[config.mk]
export PLATFORM = sky130hd
export DESIGN_NAME = div_seq_ctrl
export DESIGN_NICKNAME = d
export VERILOG_FILES = /design/src/rtl/div_seq_ctrl.sv
export SDC_FILE = /design/constraint.sdc
export NUM_CORES = 1
export LEC_CHECK = 0
export BUFFER_PORTS_ARGS = -buffer_cell sky130_fd_sc_hd__buf_2
export CAP_MARGIN = 0
export CORE_UTILIZATION = 28
export CTS_CLUSTER_SIZE = 12
export DETAILED_ROUTE_END_ITERATION = 8
export HOLD_SLACK_MARGIN = 0.08
export PLACE_DENSITY = 0.58
export REMOVE_ABC_BUFFERS = 1
export SLEW_MARGIN = 15
export SYNTH_ARGS = -nofsm -noshare
export SYNTH_HDL_FRONTEND = slang
export SYNTH_SLANG_ARGS = --single-unit
[constraint.sdc]
create_clock -name cpu_clk_50M -period 2.4 [get_ports cpu_clk_50M]
set_input_delay 0.24 -clock cpu_clk_50M [delete_from_list [all_inputs] [get_ports cpu_clk_50M]]
set_output_delay 0.24 -clock cpu_clk_50M [all_outputs]
set_load 0.02 [all_outputs]
[src/rtl/div_seq_ctrl.sv]
// div_seq_ctrl: sequencing controller between the EXE stage and the iterative
// divider core. It launches the core with latched operands, stalls the pipeline
// until a result is captured, short-circuits divide-by-zero, aborts on flush and
// bounds core latency with a watchdog.
module div_seq_ctrl #(
    parameter int DATA_W   = 32,
    parameter int MAX_BUSY = 40,
    parameter int CNT_W    = 6
) (
    input  logic                  cpu_clk_50M,
    input  logic                  cpu_rst_n,
    input  logic                  flush_i,
    input  logic                  stall_later_i,
    input  logic                  req_i,
    input  logic                  signed_i,
    input  logic [DATA_W-1:0]     op1_i,
    input  logic [DATA_W-1:0]     op2_i,
    output logic                  core_start_o,
    output logic                  core_cancel_o,
    output logic                  core_signed_o,
    output logic [DATA_W-1:0]     core_op1_o,
    output logic [DATA_W-1:0]     core_op2_o,
    input  logic                  core_ready_i,
    input  logic [2*DATA_W-1:0]   core_res_i,
    output logic                  stallreq_o,
    output logic                  res_valid_o,
    output logic [2*DATA_W-1:0]   res_o,
    output logic                  dz_o,
    output logic                  tmo_o,
    output logic [CNT_W-1:0]      busy_cnt_o
);

    typedef enum logic [1:0] {
        S_IDLE,
        S_BUSY,
        S_DONE
    } state_t;

    localparam logic [CNT_W-1:0] CNT_SAT  = CNT_W'(MAX_BUSY);
    localparam logic [CNT_W-1:0] CNT_LAST = CNT_W'(MAX_BUSY - 1);

    state_t               state_q;
    state_t               state_d;
    logic                 start_d;
    logic                 cancel_d;
    logic                 signed_d;
    logic [DATA_W-1:0]    op1_d;
    logic [DATA_W-1:0]    op2_d;
    logic [2*DATA_W-1:0]  res_d;
    logic                 dz_d;
    logic                 tmo_d;
    logic [CNT_W-1:0]     cnt_d;

    // State register and all registered outputs; everything clears on reset.
    always_ff @(posedge cpu_clk_50M or negedge cpu_rst_n) begin
        if (!cpu_rst_n) begin
            state_q       <= S_IDLE;
            core_start_o  <= 1'b0;
            core_cancel_o <= 1'b0;
            core_signed_o <= 1'b0;
            core_op1_o    <= '0;
            core_op2_o    <= '0;
            res_o         <= '0;
            dz_o          <= 1'b0;
            tmo_o         <= 1'b0;
            busy_cnt_o    <= '0;
        end else begin
            state_q       <= state_d;
            core_start_o  <= start_d;
            core_cancel_o <= cancel_d;
            core_signed_o <= signed_d;
            core_op1_o    <= op1_d;
            core_op2_o    <= op2_d;
            res_o         <= res_d;
            dz_o          <= dz_d;
            tmo_o         <= tmo_d;
            busy_cnt_o    <= cnt_d;
        end
    end

    // Next-state, next-register values and the combinational stall request.
    always_comb begin
        state_d    = state_q;
        start_d    = 1'b0;
        cancel_d   = 1'b0;
        signed_d   = core_signed_o;
        op1_d      = core_op1_o;
        op2_d      = core_op2_o;
        res_d      = res_o;
        dz_d       = dz_o;
        tmo_d      = tmo_o;
        cnt_d      = busy_cnt_o;
        stallreq_o = 1'b0;

        unique case (state_q)
            S_IDLE: begin
                if (req_i && !flush_i) begin
                    stallreq_o = 1'b1;
                    if (op2_i != '0) begin
                        signed_d = signed_i;
                        op1_d    = op1_i;
                        op2_d    = op2_i;
                        cnt_d    = '0;
                        start_d  = 1'b1;
                        state_d  = S_BUSY;
                    end else begin
                        // Zero divisor: answer directly, core stays idle.
                        res_d   = {op1_i, {DATA_W{1'b1}}};
                        dz_d    = 1'b1;
                        tmo_d   = 1'b0;
                        state_d = S_DONE;
                    end
                end
            end

            S_BUSY: begin
                stallreq_o = !flush_i;
                cnt_d      = (busy_cnt_o == CNT_SAT) ? busy_cnt_o : busy_cnt_o + 1'b1;
                if (flush_i || !req_i) begin
                    // Abort wins over a same-cycle ready; result is dropped.
                    cancel_d = 1'b1;
                    state_d  = S_IDLE;
                end else if (core_ready_i) begin
                    res_d   = core_res_i;
                    state_d = S_DONE;
                end else if (busy_cnt_o == CNT_LAST) begin
                    cancel_d = 1'b1;
                    res_d    = '0;
                    tmo_d    = 1'b1;
                    state_d  = S_DONE;
                end
            end

            S_DONE: begin
                if (flush_i || !stall_later_i) begin
                    dz_d    = 1'b0;
                    tmo_d   = 1'b0;
                    state_d = S_IDLE;
                end
            end

            default: begin
                state_d = S_IDLE;
            end
        endcase
    end

    // The result is presented for exactly the cycles spent in DONE.
    assign res_valid_o = (state_q == S_DONE);

endmodule
==> results of run 1 <==
-- critical path, cell delays in order --
cell and delay [ns]:
dlygate4sd3_1 0.53, buf_2 0.13, nor4_2 0.15, nand2_1 0.15, buf_4 0.17, or4_4 0.50
nand2_4 0.17, buf_12 0.18, mux2_2 0.35
-- state kept, by name, indices dropped and copies added (netlist names) --
register,flops
busy_cnt_o,6
core_cancel_o,1
core_op1_o,32
core_op2_o,32
core_signed_o,1
core_start_o,1
dz_o,1
res_o,64
state_q,2
tmo_o,1
-- layer usage --
layer / wire length, um / share of wire, % / vias up / global-route usage (%)
met3: 1190 / 6.4 / 20 / 5.06
li1: - / - / 2612 / -
met2: 9240 / 50 / 167 / 27.7
met4: 322 / 1.7 / 0 / 5.15
met1: 7820 / 42 / 2646 / 19.3
met5: 0 / 0 / - / 0
-- per-stage QoR --
stage	power, W	TNS [ns]
6_report	0.00820	0
5_1_grt	0.00865	0
3_5_place_dp	0.00545	-4.33
2_1_floorplan	0.00447	-75.70
3_3_place_gp	0.00541	-2.74
4_1_cts	0.00832	0
-- what timing repair did --
item	4_1_cts	5_1_grt
gates resized for setup	0	3
endpoints found under the setup margin	0	126
hold buffers	60	0
endpoints found under the hold margin	104	0
-- power breakdown --
group          internal [W]  switching (W)  leakage, nW  total, W
registers           0.00289       0.000260         1.64   0.00315
logic              0.000976        0.00134         2.74   0.00231
clock network       0.00167        0.00106        0.290   0.00274
-- worst paths after layout --
kind                             endpoint  slack [ns]
max                        core_op1_o[26]        0.09
min                        core_op2_o[26]         0.1
max reg2reg                     res_o[54]        0.28
min reg2reg                     res_o[57]        0.48
max in group asynchronous  core_op1_o[27]        1.42
min in group asynchronous        res_o[5]        0.35
-- placed cells by master, fill, tap and decap left out, drive strengths merged, types with 2 or more instances in the layout --
cell type,instances
a21oi,8
a22oi,33
buf,307
bufinv,3
clkbuf,19
clkinv,4
clkinvlp,2
dfrtp,141
dlygate4sd3,60
ha,2
inv,43
mux2,97
nand2,79
nand2b,2
nand3,5
nor2,9
nor4,9
o211ai,2
o21ai,68
o41a,2
or4,2
-- kinds of logic (layout without fill, tap and decap cells) --
logic type                 count (synthesis)  count (layout)  share of synthesized area (%)
muxes                                     98              98                           18.1
buffers and inverters                     78             438                           5.43
adders and majority gates                  2               2                          0.401
and+or+nand+nor                          110             110                           7.42
DFF                                      141             141                           56.5
xor gates and xnor gates                   2               2                          0.281
AOI/OAI and AO/OA                        122             122                           11.8
-- layout make-up --
cell class / count / area share [%]
sequential: 141 / 37.7
multi-input combinational: 334 / 25.6
timing repair buffer: 367 / 24.9
clock buffer: 19 / 4.73
tap: 280 / 3.74
clock inverter: 12 / 1.74
inverter: 40 / 1.60
==> impl_metrics.csv, run 1 <==
group,metric,value,unit
drt,wl_per_cell,15.6,um
drt,drt_iter0_drc,172,
finish,syn_to_final_growth,50.2,%
synth,yosys.area.top_type,"dfrtp_1",
place,pre_cts_slack,-0.116,ns
synth,synth.distinct_cells,38,
synth,synthCells,553,
sta,postLayoutSetupSlackWorst,0.0884,ns
global_route,grt_pass1_vias,5387,
sta,finalSetupViolCount,0,
place,gp_congestion,0.773,
sta,slew_violations,0,
critical_path,crit_fanout,16,
synth,yosysWarnings,0,
clocking,cts_sinks,141,
critical_path,cp.required,2.69,ns
sta,max-slew-margin-rel,67.1,%
outcome,outcome,"finished, final reports clean",
synth,synth.top_cell.area_share,56.5,%
critical_path,startpoint,"op2_i[14]",
clocking,clkTransAtPathRegs,0.06,ns
sta,hold_viol_final,0,
drt,route.detailed.drc,0,
job,maxCapViolations,0,
synth,ys_top_cells_by_area,"dfrtp_1, mux2_2, o21ai_0",
clocking,cts_tree,"done",
synth,synthArstFlopShare,100,%
global_route,grtUsageTotal,16.2,%
critical_path,r2r_cells,6,
clocking,root_buffer,"clkbuf_16",
clocking,htree_levels,4,
sta,rsz0062_at_grt,"no",
die,floorplan.initialDensity,28.6,%
drt,via_per_inst,4.56,
sta,timing.hold.ws,0.0980,ns
synth,synth_most_common_cell,"dfrtp_1",
power,p_per_area,875,mW/mm^2
finish,fin_area,0.00937,sq mm
die,dieArea,0.0229,sq mm
power,peakVddDrop,0.448,mV
place,numPortBuffers,275,
critical_path,reg2reg_from,"busy_cnt_o[1]",
place,dpl_cell_area,0.00815,sq mm
global_route,grt_overflow,0,
critical_path,crit_type,"input port to flip-flop",
die,io_pins,276,
synth,ys.flop_type,"dfrtp_1",
power,power_leakage,4.67,nW
clocking,cts_made_buffers,17,
synth,ys_ff_latch,141,
finish,multiInputGateArea,0.00240,sq mm
sta,fin_worst_skew,0.00675,ns
critical_path,end_kind,"flip-flop",
sta,fmax,0.433,GHz
global_route,grt_max_degree,49,
critical_path,cp.arrival,2.60,ns
drt,wl,18.6,mm
drt,firstDrtPassIters,4,
die,die_h,151,um
global_route,grt_pass1_wl,28.4,mm
clocking,cts_setup_buffers,0,
die,row_count,54,
synth,syn_area_per_cell,11.3,sq um
place,hpwl,13.0,mm
worst_hold_path,worstHoldPathType,"input port to flip-flop",
finish,instances_no_fill,1193,
finish,fin_util,42.9,%
finish,regArea,0.00353,sq mm
place,place_inst,1102,
finish,fillers,2091,
finish,nets,1038,
worst_hold_path,hp-start,"op2_i[26]",
synth,yosysSeqAreaShare,56.5,%
critical_path,critPathLaunchType,"input port",
synth,synth_edf_count,0,
sta,period_share,96.3,%
die,core,0.0218,sq mm
finish,antennaDiodeCount,0,
clocking,cts.path.max_buffers,2,
synth,syn_area,0.00624,sq mm
drt,ant_nets,0,
global_route,antenna_found_initial,0,
sta,worst_pin_slew,0.492,ns
synth,synth_common_cells,"dfrtp_1, mux2_2, nand2_1",
worst_hold_path,min_delay_path_depth,2,
sta,period_needed,2.31,ns
clocking,clk_latency,0.41,ns
finish,drive_gt1_share,47.2,%
drt,vias,5445,
die,die_width,151,um
Power figures use the tool's default switching activity.
==> inputs of run 2 (changes only) <==
Settings changed: CORE_ASPECT_RATIO from default to 0.6, CORE_UTILIZATION 28 to 45, PLACE_DENSITY 0.58 to 0.83.
==> impl_metrics.csv, run 2 (synthesized netlist as in run 1, its figures left out) <==
group,metric,value,unit
outcome,outcome,"finished, final reports clean",
sta,fin_worst_skew,0.0141,ns
die,row_count,32,
die,dieArea,0.0144,sq mm
finish,syn_to_final_growth,46.0,%
sta,finalSetupViolCount,0,
drt,via_per_inst,5.19,
finish,largest_reg_flops,64,
place,gp_congestion,0.831,
job,maxCapViolations,0,
global_route,grt_overflow,0,
drt,firstDrtPassIters,4,
sta,final.setup.tns,0,ns
drt,drt_iter0_drc,329,
drt,ant_nets,0,
sta,slew_violations,0,
sta,fmax,0.429,GHz
finish,mostFrequentLayoutCells,"buf_2, dfrtp_1, mux2_2",
global_route,antenna_found_initial,3,
finish,reg_top3,"res_o: 64 flops, core_op1_o: 32 flops, core_op2_o: 32 flops",
clocking,cts_sinks,141,
critical_path,path_cells,"dlygate4sd3_1, buf_2, nor4_2, nand2_1, buf_4, or4_4, nand2_4, buf_6, mux2_2",
finish,fin_util,69.1,%
global_route,grt_use_met3,8.02,%
clocking,clkTransAtPathRegs,0.06,ns
clocking,htree_levels,4,
critical_path,critPathLaunchType,"input port",
sta,max-slew-margin-rel,73.0,%
sta,hold_viol_final,0,
finish,final_common_cell,"buf_2",
finish,top_register,"res_o",
critical_path,path_buf_inv,4,
clocking,cts.path.max_buffers,2,
sta,period_share,97.2,%
clocking,cts_tree,"done",
clocking,root_buffer,"clkbuf_16",
place,pre_cts_slack,-0.135,ns
critical_path,crit_type,"input port to flip-flop",
global_route,grt_max_degree,75,
die,io_pins,276,
global_route,busiest_layer,"met2",
critical_path,startpoint,"op2_i[4]",
place,numPortBuffers,275,
die,die_width,154,um
power,power_leakage,4.62,nW
worst_hold_path,worstHoldPathType,"input port to flip-flop",
die,core,0.0132,sq mm
finish,nets,1028,
critical_path,reg2reg_from,"busy_cnt_o[1]",
clocking,cts_made_buffers,17,
drt,wl,19.4,mm
clocking,clk_latency,0.40,ns
clocking,cts_setup_buffers,0,
sta,postLayoutSetupSlackWorst,0.0675,ns
sta,period_needed,2.33,ns
global_route,grtUsageMet2,43.8,%
drt,route.detailed.drc,0,
power,peakVddDrop,0.508,mV
power,p_per_area,880,mW/mm^2
global_route,grt_pass1_vias,5387,
finish,drive_gt1_share,48.5,%
die,die_h,93.2,um
sta,worst_pin_slew,0.404,ns
critical_path,critical_path.slowest_cell,"dlygate4sd3_1",
global_route,grtUsageTotal,25.9,%
critical_path,cp.arrival,2.62,ns
critical_path,end_kind,"flip-flop",
critical_path,critPathTopFamily,"buffers and inverters",
drt,vias,5580,
die,floorplan.initialDensity,47.4,%
drt,wl_per_cell,18.0,um
critical_path,cp.required,2.69,ns
critical_path,slowest_delay,0.55,ns
worst_hold_path,hp-start,"op2_i[22]",
place,hpwl,12.6,mm
critical_path,crit_fanout,8,
global_route,grt_util_met1,32.7,%
global_route,grt_pass1_wl,28.5,mm
==> run 2: cell types whose count changed in the layout (fill, tap and decap cells not counted), sizes merged, moves of 3 or more <==
cell	delta
dlygate4sd3	-15
inv	+5
bufinv	-3
clkbuf	+3
==> run 2: timing repair <==
item,4_1_cts,5_1_grt
hold buffers,45,0
endpoints found under the hold margin,78,0
resized for setup,0,6
setup endpoints to repair,0,107
==> run 2: area by class of cell <==
cell class / instances / area [sq um]
Multi-Input combinational cell: 335 / 2410
Clock buffer: 18 / 439
Sequential cell: 141 / 3530
Timing Repair Buffer: 356 / 2240
Tap cell: 170 / 213
Clock inverter: 14 / 124
Inverter: 40 / 150
Antenna cell: 2 / 5.00
Fill cell: 973 / 4060
==> run 2: power breakdown <==
| part | switching [W] | internal (W) |
|---|---|---|
| sequential | 0.000274 | 0.00289 |
| clock | 0.00110 | 0.00139 |
| combinational | 0.00138 | 0.000982 |
| total | 0.00275 | 0.00526 |
==> run 2: final timing paths <==
| path | to | slack, ns | cells after the start |
|---|---|---|---|
| setup / recovery | core_op1_o[1] | 0.07 | 9 |
| hold / removal | core_op2_o[22] | 0.1 | 2 |
| setup reg to reg | res_o[52] | 0.27 | 6 |
| hold reg to reg | res_o[56] | 0.49 | 1 |
| max in group asynchronous | res_o[24] | 1.39 | 3 |
| min in group asynchronous | core_op1_o[11] | 0.31 | 2 |
==> run 2: routing by layer <==
metal / up-vias / wire length (um)
met3: 15 / 1360
met2: 230 / 9210
met5: - / 16
met1: 2736 / 8560
met4: 2 / 199
li1: 2597 / -
==> run 2: stage by stage <==
stage | instance area (sq um) | cells | total power (W) | hold WS [ns]
after detailed placement | 7920 | 989 | 0.00545 | 0.158
after CTS | 8940 | 1066 | 0.00802 | 0.0804
after floorplan | 6050 | 515 | 0.00447 | -0.0556
after global routing | 9110 | 1075 | 0.00839 | 0.0833
after global placement | 7920 | 989 | 0.00538 | 0.158
final | 9110 | 1076 | 0.00802 | 0.0992
==> run 2: worst reg2reg max path, cell delays in order (launching register included) <==
cell,delay (ns)
dfrtp_1,0.37
ha_1,0.23
nand2_1,0.10
o311a_1,0.35
or3_4,0.42
buf_12,0.19
mux2_1,0.35
